--- src/rtl/id_ex_stage.sv ---
// ID/EX pipeline register with load-use hazard detection, flush-driven bubbles
// and a saturating bubble counter for debug.
module id_ex_stage #(
    parameter int unsigned DATA_W = 32,
    parameter int unsigned CNT_W  = 16
) (
    input  logic              clk_i,
    input  logic              rst_i,
    input  logic [7:0]        ConMux_i,
    input  logic [DATA_W-1:0] RSdata_i,
    input  logic [DATA_W-1:0] RTdata_i,
    input  logic [DATA_W-1:0] Imm_i,
    input  logic [4:0]        RSaddr_i,
    input  logic [4:0]        RTaddr_i,
    input  logic [4:0]        RDaddr_i,
    input  logic              Flush_i,
    output logic              RegWrite_o,
    output logic              MemtoReg_o,
    output logic              MemRead_o,
    output logic              MemWrite_o,
    output logic              ALUSrc_o,
    output logic [1:0]        ALUOp_o,
    output logic              RegDst_o,
    output logic [DATA_W-1:0] RSdata_o,
    output logic [DATA_W-1:0] RTdata_o,
    output logic [DATA_W-1:0] Imm_o,
    output logic [4:0]        RSaddr_o,
    output logic [4:0]        RTaddr_o,
    output logic [4:0]        RDaddr_o,
    output logic              PCWrite_o,
    output logic              IFIDWrite_o,
    output logic [CNT_W-1:0]  BubbleCnt_o
);

    logic [7:0]        r_ctrl;
    logic [DATA_W-1:0] r_rsdata;
    logic [DATA_W-1:0] r_rtdata;
    logic [DATA_W-1:0] r_imm;
    logic [4:0]        r_rsaddr;
    logic [4:0]        r_rtaddr;
    logic [4:0]        r_rdaddr;
    logic [CNT_W-1:0]  r_bubble_cnt;

    logic w_hazard;
    logic w_stall;
    logic w_bubble;

    // Both ID source fields are compared regardless of opcode; $0 never stalls.
    always_comb begin
        w_hazard = r_ctrl[5] && (r_rtaddr != 5'd0) &&
                   ((r_rtaddr == RSaddr_i) || (r_rtaddr == RTaddr_i));
        w_stall  = w_hazard && !Flush_i;
        w_bubble = w_hazard || Flush_i;
    end

    always_ff @(posedge clk_i) begin
        if (rst_i) begin
            r_ctrl       <= '0;
            r_rsdata     <= '0;
            r_rtdata     <= '0;
            r_imm        <= '0;
            r_rsaddr     <= '0;
            r_rtaddr     <= '0;
            r_rdaddr     <= '0;
            r_bubble_cnt <= '0;
        end else if (w_bubble) begin
            r_ctrl       <= '0;
            r_rsdata     <= '0;
            r_rtdata     <= '0;
            r_imm        <= '0;
            r_rsaddr     <= '0;
            r_rtaddr     <= '0;
            r_rdaddr     <= '0;
            if (r_bubble_cnt != '1) begin
                r_bubble_cnt <= r_bubble_cnt + 1'b1;
            end
        end else begin
            r_ctrl       <= ConMux_i;
            r_rsdata     <= RSdata_i;
            r_rtdata     <= RTdata_i;
            r_imm        <= Imm_i;
            r_rsaddr     <= RSaddr_i;
            r_rtaddr     <= RTaddr_i;
            r_rdaddr     <= RDaddr_i;
        end
    end

    assign RegWrite_o  = r_ctrl[7];
    assign MemtoReg_o  = r_ctrl[6];
    assign MemRead_o   = r_ctrl[5];
    assign MemWrite_o  = r_ctrl[4];
    assign ALUSrc_o    = r_ctrl[3];
    assign ALUOp_o     = r_ctrl[2:1];
    assign RegDst_o    = r_ctrl[0];
    assign RSdata_o    = r_rsdata;
    assign RTdata_o    = r_rtdata;
    assign Imm_o       = r_imm;
    assign RSaddr_o    = r_rsaddr;
    assign RTaddr_o    = r_rtaddr;
    assign RDaddr_o    = r_rdaddr;
    assign PCWrite_o   = !w_stall;
    assign IFIDWrite_o = !w_stall;
    assign BubbleCnt_o = r_bubble_cnt;

endmodule

--- config.mk ---
export PLATFORM = sky130hd
export DESIGN_NAME = id_ex_stage
export DESIGN_NICKNAME = d
export VERILOG_FILES = /design/src/rtl/id_ex_stage.sv
export SDC_FILE = /design/constraint.sdc
export NUM_CORES = 1
export LEC_CHECK = 0
export CAP_MARGIN = 20
export CORE_MARGIN = 2
export CORE_UTILIZATION = 38
export CTS_BUF_LIST = sky130_fd_sc_hd__clkbuf_8
export DETAILED_ROUTE_END_ITERATION = 8
export GPL_ROUTABILITY_DRIVEN = 1
export PLACE_DENSITY = 0.89
export SLEW_MARGIN = 30
export SYNTH_ARGS = -nofsm -noshare
export SYNTH_HDL_FRONTEND = slang
export SYNTH_SLANG_ARGS = --single-unit
--- constraint.sdc ---
create_clock -name clk_i -period 3.1 [get_ports clk_i]
set_input_delay 0.93 -clock clk_i [delete_from_list [all_inputs] [get_ports clk_i]]
set_output_delay 0.93 -clock clk_i [all_outputs]
set_load 0.05 [all_outputs]
==> impl_metrics.py, run 1 <==
metrics = {
    "global_route": {
        "grt_max_degree": 40,
        "grt_pass1_wl_um": 20100,
        "antenna_found_initial": 0,
        "grt.overflow.total": 0,
        "track_usage_pct": 22.5,
        "grt_pass1_vias": 3757,
    },
    "critical_path": {
        "required_ns": 2.17,
        "crit_type": "in2out",
        "reg2reg_slack_ns": 0.91,
        "r2r_start": "RTaddr_o[4]$_SDFF_PP0_",
        "r2r_cells": 9,
        "path_cells": "clkdlybuf4s15_1, xor2_1, nor2_1, a22oi_2, or3_4, buf_12",
        "critPathTopFamily": "simple AND/OR/NAND/NOR gates",
        "slowest_stage": "or3_4",
        "end_kind": "output port",
        "crit_arrival_ns": 2.10,
        "critPathLaunchType": "input pin",
        "worstReg2RegEnd": "Imm_o[9]$_SDFF_PP0_",
        "slowest_delay_ns": 0.38,
        "path_buf_inv": 2,
        "cp_max_fo": 2,
    },
    "pwr": {
        "p_comb_share_pct": 15.6,
        "clkPwrFrac_pct": 39.3,
        "p_sw_w": 0.00102,
        "p_int_w": 0.00303,
        "switching_share_pct": 25.2,
        "powerDensity_nw_per_um2": 542,
        "power_leakage_nw": 2.97,
        "power_frac_seq_pct": 45.0,
        "ir_drop_mv": 0.361,
    },
    "floorplanning": {
        "dieArea_um2": 12100,
        "io_pins": 259,
        "initial_utilization_pct": 39.2,
        "die_h_um": 110,
        "core_um2": 10900,
        "row_count": 38,
        "fp.dieW_um": 110,
    },
    "min_path": {
        "hold_depth": 2,
        "whs_endpoint": "BubbleCnt_o[13]$_SDFFE_PP0P_",
        "worstHoldPathType": "reg2reg",
        "min_from": "BubbleCnt_o[13]$_SDFFE_PP0P_",
    },
    "layout": {
        "multiInputGateArea_um2": 1450,
        "fill_cells": 802,
        "nets": 767,
        "drive_gt1_share_pct": 9.59,
        "syn_to_final_growth_pct": 74.4,
        "antenna_cells": 0,
        "fin_util_pct": 68.3,
        "fin_cells": 797,
        "regArea_um2": 2700,
    },
    "detailed_routing": {
        "drt_first_pass_iters": 4,
        "drc": 0,
        "wirelength_um": 13600,
        "wire_per_inst_um": 17.1,
        "ant_nets": 0,
        "drt_iter0_drc": 151,
        "vias_per_cell": 4.56,
        "dr_total_vias": 3636,
    },
    "yosys": {
        "netlist.area_leader.share_pct": 63.1,
        "synth_commonest_cells": "135 x dfxtp_1, 123 x and2_1, 13 x nor2_1",
        "synth_area_leaders": "dfxtp_1 63%, and2_1 18%, buf_4 2.1%",
        "ys_warn_count": 0,
        "syn_inst": 375,
        "ys_seq_area_share_pct": 63.1,
        "yosys.area.top_type": "dfxtp_1",
        "ys_types": 46,
        "synth_most_common_cell": "dfxtp_1",
        "async_reset_ff_share_pct": 0,
        "netlist_area_um2": 4290,
        "ys.flop_type": "dfxtp_1",
        "syn_avg_cell_area_um2": 11.4,
        "syn_nets": 498,
        "synth_edf_count": 0,
        "yosys_register_bits": 135,
    },
    "clock_tree": {
        "root_buffer": "clkbuf_8",
        "clk_latency_ns": 0.45,
        "path_clk_slew_ns": 0.07,
        "cts_tree": "built",
        "cts_hold_buffers": 0,
        "numCtsBuffers": 17,
        "max-clock-path-buffers": 2,
        "cts_sinks": 135,
        "htree_num_levels": 4,
    },
    "sta": {
        "fin_crit_sh_pct": 97.6,
        "skew_ns": 0.00803,
        "hold_violations": 0,
        "worst_slack_ns": 0.0748,
        "hold_ws_ns": 0.554,
        "setup_viol": 0,
        "fin_crit_ns": 3.03,
        "slew_headroom_pct": 62.7,
        "fmax_mhz": 331,
        "worst_pin_slew_ns": 0.557,
        "maxSlewViolCount": 0,
        "rsz0062_at_grt": "no",
    },
    "placed_design": {
        "place.detailed.instances": 764,
        "hpwlAfterDp_um": 10200,
        "place_congestion": 0.883,
        "io_buffers": 258,
        "dpl_worst_slack_ns": -0.292,
    },
    "status": {
        "outcome": "completed",
    },
    "run": {
        "drv_cap": 0,
    },
}
## tightest hold or removal path, stage by stage, from the launching register on
cell and delay (ns):
dfxtp_1 0.36, o21ai_0 0.09, a21oi_1 0.06
## metal layers
layer / part of all wire (%) / vias to the layer above / global-route usage [%]
li1: - / 1748 / -
met1: 34 / 1689 / 21.1
met2: 52 / 159 / 40.6
met3: 10 / 40 / 9.41
met4: 3.9 / 0 / 13.5
met5: 0 / - / 0
## cell families (layout without fill, tap and decap cells)
kind of cell	after synthesis	after routing	share of synthesized area (%)
buffers and inverters	22	304	3.36
DFF	135	135	63.1
xor gates and xnor gates	11	11	2.25
AOI/OAI and AO/OA	28	28	5.26
muxes	4	4	1.11
and+or+nand+nor	174	174	24.7
adders and majority gates	1	1	0.292
## worst max-delay path by stage
stage | endpoint | from | cells after the start
6_report | IFIDWrite_o | RSaddr_i[3] | 6
5_1_grt | PCWrite_o | RSaddr_i[2] | 6
4_1_cts | IFIDWrite_o | RSaddr_i[3] | 6
3_5_place_dp | IFIDWrite_o | RTaddr_i[3] | 6
3_3_place_gp | IFIDWrite_o | RSaddr_i[2] | 6
2_1_floorplan | PCWrite_o | RTaddr_i[3] | 5
## cell type report
class / count / share of cell area, %
Tap cell: 140 / 2.34
Clock inverter: 8 / 1.56
Inverter: 5 / 0.251
Multi-Input combinational cell: 218 / 19.5
Sequential cell: 135 / 36.2
Clock buffer: 24 / 4.42
Timing Repair Buffer: 267 / 35.8
## placed cells by master (no fill, tap or decap), types with 2 or more instances in the layout
master           count
nand2_1              6
and2_1             123
nor2b_1              3
inv_1                7
buf_4                5
mux2_1               2
and4_1               3
o21ai_0              3
nand3_1              5
clkbuf_8            24
clkinv_2             2
clkdlybuf4s50_1    246
dfxtp_1            135
a41o_1               3
a311oi_1             4
nor2_1              13
buf_12               6
xor2_1              10
nand4_1              4
bufinv_16            3
a21oi_1              6
nor3_1               2
nor3b_1              2
buf_2                8
or3_1                3
## state kept, by name, summed over array words and instances (netlist names)
name	count
BubbleCnt_o	16
Imm_o	32
RSdata_o	32
RSaddr_o	5
RTdata_o	32
RTaddr_o	5
RDaddr_o	5
r_ctrl	8
## power groups by stage
stage,logic (W),registers (W),clock network (W)
2_1_floorplan,0.0000934,0.00209,0
3_3_place_gp,0.000625,0.00186,0
3_5_place_dp,0.000635,0.00187,0
4_1_cts,0.000639,0.00183,0.00162
5_1_grt,0.000664,0.00183,0.00168
6_report,0.000634,0.00183,0.00159
## through the flow
step	total power (W)	cell area (um^2)	TNS [ns]
6_report	0.00405	7470	0
5_1_grt	0.00418	7470	0
3_5_place_dp	0.00250	7060	-0.583
4_1_cts	0.00408	7480	0
2_1_floorplan	0.00219	4290	0
3_3_place_gp	0.00249	7060	-0.559
## repair_timing
item / in CTS / in global routing
gates resized for setup: 37 / 1
setup endpoints to repair: 2 / 2
pin swaps: 6 / 3
buffers inserted: 1 / 0
No activity file was read; power rests on OpenSTA's default activity.
==> run 2, diff against run 1 <==
==> constraint.sdc (replaced) <==
create_clock -name clk_i -period 3.1 [get_ports clk_i]
set_input_delay 0.93 -clock clk_i [delete_from_list [all_inputs] [get_ports clk_i]]
set_output_delay 0.93 -clock clk_i [all_outputs]
set_load 0.02 [all_outputs]
==> impl_metrics.py, run 2 (synthesized netlist as in run 1, its figures left out) <==
metrics = {
    "clock_tree": {
        "root_buffer": "clkbuf_8",
        "cts_sinks": 135,
        "cts_hold_buffers": 0,
        "cts_tree": "built",
        "numCtsBuffers": 17,
        "clk_latency_ns": 0.45,
        "htree_num_levels": 4,
        "max-clock-path-buffers": 2,
        "path_clk_slew_ns": 0.07,
    },
    "pwr": {
        "p_int_w": 0.00286,
        "ir_drop_mv": 0.390,
        "clkPwrFrac_pct": 38.6,
        "power_leakage_nw": 2.92,
        "power_frac_seq_pct": 48.6,
        "p_comb_share_pct": 12.8,
        "switching_share_pct": 23.7,
        "powerDensity_nw_per_um2": 506,
        "p_sw_w": 0.000890,
    },
    "layout": {
        "fin_util_pct": 67.8,
        "regArea_um2": 2700,
        "multiInputGateArea_um2": 1460,
        "final_common_cell": "clkdlybuf4s50_1",
        "design_area_um2": 7420,
        "drive_gt1_share_pct": 8.69,
        "syn_to_final_growth_pct": 73.1,
        "fill_cells": 758,
        "antenna_cells": 0,
        "layout_common_cells": "246 x clkdlybuf4s50_1, 135 x dfxtp_1, 123 x and2_1",
        "nets": 766,
    },
    "critical_path": {
        "slowest_stage": "or3_4",
        "crit_type": "in2out",
        "cp_max_fo": 2,
        "path_cells": "clkdlybuf4s15_1, xor2_1, nor3_2, a22oi_2, or3_4, buf_6",
        "required_ns": 2.17,
        "slowest_delay_ns": 0.35,
        "reg2reg_slack_ns": 0.97,
        "crit_arrival_ns": 2.10,
        "end_kind": "output port",
        "critPathLaunchType": "input pin",
    },
    "global_route": {
        "grt_pass1_wl_um": 18400,
        "grt.overflow.total": 0,
        "track_usage_pct": 20.5,
        "antenna_found_initial": 0,
        "grt_max_degree": 75,
        "grt_pass1_vias": 3523,
    },
    "sta": {
        "worst_slack_ns": 0.0703,
        "hold_violations": 0,
        "fmax_mhz": 330,
        "slew_headroom_pct": 71.2,
        "fin_crit_sh_pct": 97.7,
        "setup_viol": 0,
        "maxSlewViolCount": 0,
        "rsz0062_at_grt": "no",
        "hold_ws_ns": 0.538,
        "worst_pin_slew_ns": 0.431,
        "fin_crit_ns": 3.03,
        "skew_ns": 0.0101,
    },
    "floorplanning": {
        "die_h_um": 110,
        "core_um2": 10900,
        "dieArea_um2": 12100,
        "initial_utilization_pct": 39.2,
        "fp.dieW_um": 110,
        "row_count": 38,
        "io_pins": 259,
    },
    "placed_design": {
        "place_congestion": 0.828,
        "placed_area_um2": 7000,
        "hpwlAfterDp_um": 9620,
        "io_buffers": 258,
        "dpl_worst_slack_ns": -0.621,
    },
    "detailed_routing": {
        "ant_nets": 0,
        "drt_first_pass_iters": 4,
        "wirelength_um": 12700,
        "dr_total_vias": 3531,
        "vias_per_cell": 4.44,
        "wire_per_inst_um": 15.9,
        "drt_iter0_drc": 147,
        "drc": 0,
    },
    "min_path": {
        "worstHoldPathType": "reg2reg",
    },
    "status": {
        "outcome": "completed",
    },
    "run": {
        "drv_cap": 0,
    },
}
-- run 2: cell types whose count changed in the layout (fill, tap and decap cells not counted), sizes merged --
cell           before  now
buf                19   10
bufinv              3    2
clkbuf             25   21
clkdlybuf4s15       1    4
clkinv              2    5
clkinvlp            0    2
dlygate4sd2         0    5
-- run 2: worst paths after layout --
kind                                     start                      endpoint  depth (start not counted)
setup reg to reg        RTaddr_o[1]$_SDFF_PP0_   BubbleCnt_o[4]$_SDFFE_PP0P_                          7
hold reg to reg   BubbleCnt_o[14]$_SDFFE_PP0P_  BubbleCnt_o[14]$_SDFFE_PP0P_                          2
setup / recovery                   RTaddr_i[2]                     PCWrite_o                          6
hold / removal    BubbleCnt_o[14]$_SDFFE_PP0P_  BubbleCnt_o[14]$_SDFFE_PP0P_                          2
-- run 2: power groups by stage --
stage / Sequential (W) / Clock [W] / Combinational (W)
2_1_floorplan: 0.00194 / 0 / 0.0000931
3_3_place_gp: 0.00186 / 0 / 0.000475
3_5_place_dp: 0.00186 / 0 / 0.000483
4_1_cts: 0.00182 / 0.00147 / 0.000487
5_1_grt: 0.00183 / 0.00156 / 0.000512
6_report: 0.00182 / 0.00145 / 0.000482
-- run 2: what timing repair did --
| action | 4_1_cts | 5_1_grt |
|---|---|---|
| setup endpoints to repair | 2 | 2 |
| pin swaps | 6 | 3 |
| resized for setup | 30 | 2 |
| setup buffers | 1 | 0 |
-- run 2: worst max-delay path: cells and delay by family --
family                    cells  cell delay [ns]
and+or+nand+nor               2             0.55
buffers and inverters         2             0.33
xor gates and xnor gates      1             0.16
AOI/OAI and AO/OA             1             0.13
-- run 2: metal layers --
metal  wire length, um  track usage, %  share of wire (%)
met5                 0               0                  0
met3              1240            7.82                9.8
met4               259            9.29                2.0
met1              4550            20.6                 36
met2              6620            37.4                 52
-- run 2: cell type report --
class / instances / area share (%)
sequential: 135 / 36.4
clock inverter: 12 / 1.69
multi-input combinational: 218 / 19.7
tap: 140 / 2.36
clock buffer: 20 / 3.71
timing repair buffer: 266 / 35.8
inverter: 5 / 0.253
-- run 2: stage by stage --
| stage | instances | total power [W] | TNS, ns |
|---|---|---|---|
| 3_3_place_gp | 763 | 0.00233 | -1.27 |
| 4_1_cts | 796 | 0.00378 | 0 |
| 2_1_floorplan | 375 | 0.00204 | 0 |
| 5_1_grt | 796 | 0.00390 | 0 |
| 3_5_place_dp | 763 | 0.00235 | -1.24 |
| 6_report | 796 | 0.00375 | 0 |
==> run 3, diff against run 2 <==
GPL_TIMING_DRIVEN = 0   (was not set)
==> impl_metrics.py, run 3 (synthesized netlist as in run 1, its figures left out) <==
metrics = {
    "status": {
        "outcome": "completed",
    },
    "pwr": {
        "powerDensity_nw_per_um2": 502,
        "power_leakage_nw": 2.94,
        "p_total_w": 0.00374,
        "ir_drop_mv": 0.333,
    },
    "critical_path": {
        "required_ns": 2.17,
        "end_kind": "output port",
        "slowest_stage": "or3_4",
        "critPathLaunchType": "input pin",
        "path_cells": "buf_2, xor2_2, nor3_2, a22oi_2, or3_4, buf_6, buf_6",
        "crit_arrival_ns": 2.11,
        "slowest_delay_ns": 0.35,
        "cp_max_fo": 2,
        "r2r_cells": 8,
        "crit_type": "in2out",
        "crit_top_cell": "buf_6",
    },
    "clock_tree": {
        "cts_tree": "built",
        "path_clk_slew_ns": 0.07,
        "clk_latency_ns": 0.45,
        "numCtsBuffers": 17,
        "cts_sinks": 135,
        "root_buffer": "clkbuf_8",
        "htree_num_levels": 4,
        "max-clock-path-buffers": 2,
    },
    "sta": {
        "worst_pin_slew_ns": 0.460,
        "maxSlewViolCount": 0,
        "fmax_mhz": 329,
        "fin_crit_sh_pct": 98.1,
        "skew_ns": 0.00821,
        "rsz0062_at_grt": "no",
        "fin_crit_ns": 3.04,
        "hold_violations": 0,
        "worst_slack_ns": 0.0588,
        "setup_viol": 0,
        "slew_headroom_pct": 69.4,
    },
    "layout": {
        "nets": 777,
        "drive_gt1_share_pct": 11.3,
        "final_common_cell": "clkdlybuf4s50_1",
        "fill_cells": 777,
        "syn_to_final_growth_pct": 73.8,
        "fin_cells": 806,
        "regArea_um2": 2700,
        "antenna_cells": 0,
        "multiInputGateArea_um2": 1470,
        "fin_util_pct": 68.1,
        "layout_common_cells": "246 x clkdlybuf4s50_1, 135 x dfxtp_1, 123 x and2_1",
    },
    "global_route": {
        "antenna_found_initial": 0,
        "grt.overflow.total": 0,
        "grt_pass1_wl_um": 21000,
        "grt_pass1_vias": 3827,
        "grt_max_degree": 17,
        "track_usage_pct": 24.1,
    },
    "detailed_routing": {
        "wire_per_inst_um": 17.6,
        "dr_total_vias": 3765,
        "vias_per_cell": 4.67,
        "drt_first_pass_iters": 4,
        "drt_iter0_drc": 120,
        "ant_nets": 0,
        "wirelength_um": 14200,
        "drc": 0,
    },
    "run": {
        "drv_cap": 0,
    },
    "placed_design": {
        "io_buffers": 258,
        "place.detailed.instances": 773,
        "place_congestion": 0.849,
        "dpl_worst_slack_ns": -0.787,
        "hpwlAfterDp_um": 10100,
    },
    "floorplanning": {
        "dieArea_um2": 12100,
        "fp.dieW_um": 110,
        "io_pins": 259,
        "initial_utilization_pct": 39.2,
        "row_count": 38,
        "die_h_um": 110,
        "core_um2": 10900,
    },
    "min_path": {
        "hold_depth": 2,
        "worstHoldPathType": "reg2reg",
    },
}
run 3: cell count changes in the layout (fill, tap and decap cells not counted), moves of 2 or more:
cell,change
buf_2,+7
buf_4,+7
buf_6,+5
dlygate4sd2_1,-5
clkdlybuf4s15_1,-4
clkinv_2,-4
clkinvlp_4,+4
buf_12,-2
clkbuf_1,+2
xor2_1,-2
xor2_2,+2
run 3: critical path: cells and delay by family:
family	cells	cell delay (ns)
xor+xnor	1	0.15
compound gates	1	0.11
buf+inv	3	0.36
simple gates	2	0.56
run 3: layout make-up:
cell class,instances,share of cell area (%)
Clock buffer,21,3.88
Timing Repair Buffer,260,34.5
Multi-Input combinational cell,218,19.7
Clock inverter,10,1.29
Sequential cell,135,36.3
Inverter,5,0.252
Tap cell,140,2.35
Buffer,17,1.73
run 3: what timing repair did:
item | 4_1_cts | 5_1_grt
pin swaps | 6 | 3
buffers inserted | 2 | 0
hold endpoints to repair | 0 | 0
hold buffers | 0 | 0
setup endpoints to repair | 2 | 2
resized for setup | 56 | 2
run 3: path summary, 6_finish.rpt:
path              slack, ns                     endpoint                   startpoint
setup reg to reg       0.87  BubbleCnt_o[8]$_SDFFE_PP0P_       RTaddr_o[0]$_SDFF_PP0_
hold / removal         0.55  BubbleCnt_o[1]$_SDFFE_PP0P_  BubbleCnt_o[1]$_SDFFE_PP0P_
setup / recovery       0.06                    PCWrite_o                  RSaddr_i[0]
hold reg to reg        0.55  BubbleCnt_o[1]$_SDFFE_PP0P_  BubbleCnt_o[1]$_SDFFE_PP0P_
run 3: per-stage QoR:
| step | hold slack, ns | setup TNS [ns] | instance area, um^2 |
|---|---|---|---|
| after detailed placement | 0.518 | -1.46 | 7040 |
| final | 0.554 | 0 | 7450 |
| after global placement | 0.508 | -1.46 | 7040 |
| after floorplan | 0.581 | 0 | 4290 |
| after CTS | 0.561 | 0 | 7450 |
| after global routing | 0.591 | 0 | 7450 |
run 3: where the power goes:
| group | total (W) | switching (W) | internal, W |
|---|---|---|---|
| sequential | 0.00182 | 0.0000246 | 0.00180 |
| clock | 0.00142 | 0.000704 | 0.000716 |
| combinational | 0.000497 | 0.000204 | 0.000293 |
| total | 0.00374 | 0.000933 | 0.00281 |
run 3: routing by layer:
metal / share of wire [%] / global-route usage, % / vias up
met5: 0 / 0 / -
met4: 5.6 / 16.3 / 0
met3: 11 / 12.9 / 62
met2: 49 / 39.6 / 214
met1: 34 / 23.1 / 1723
li1: - / - / 1766
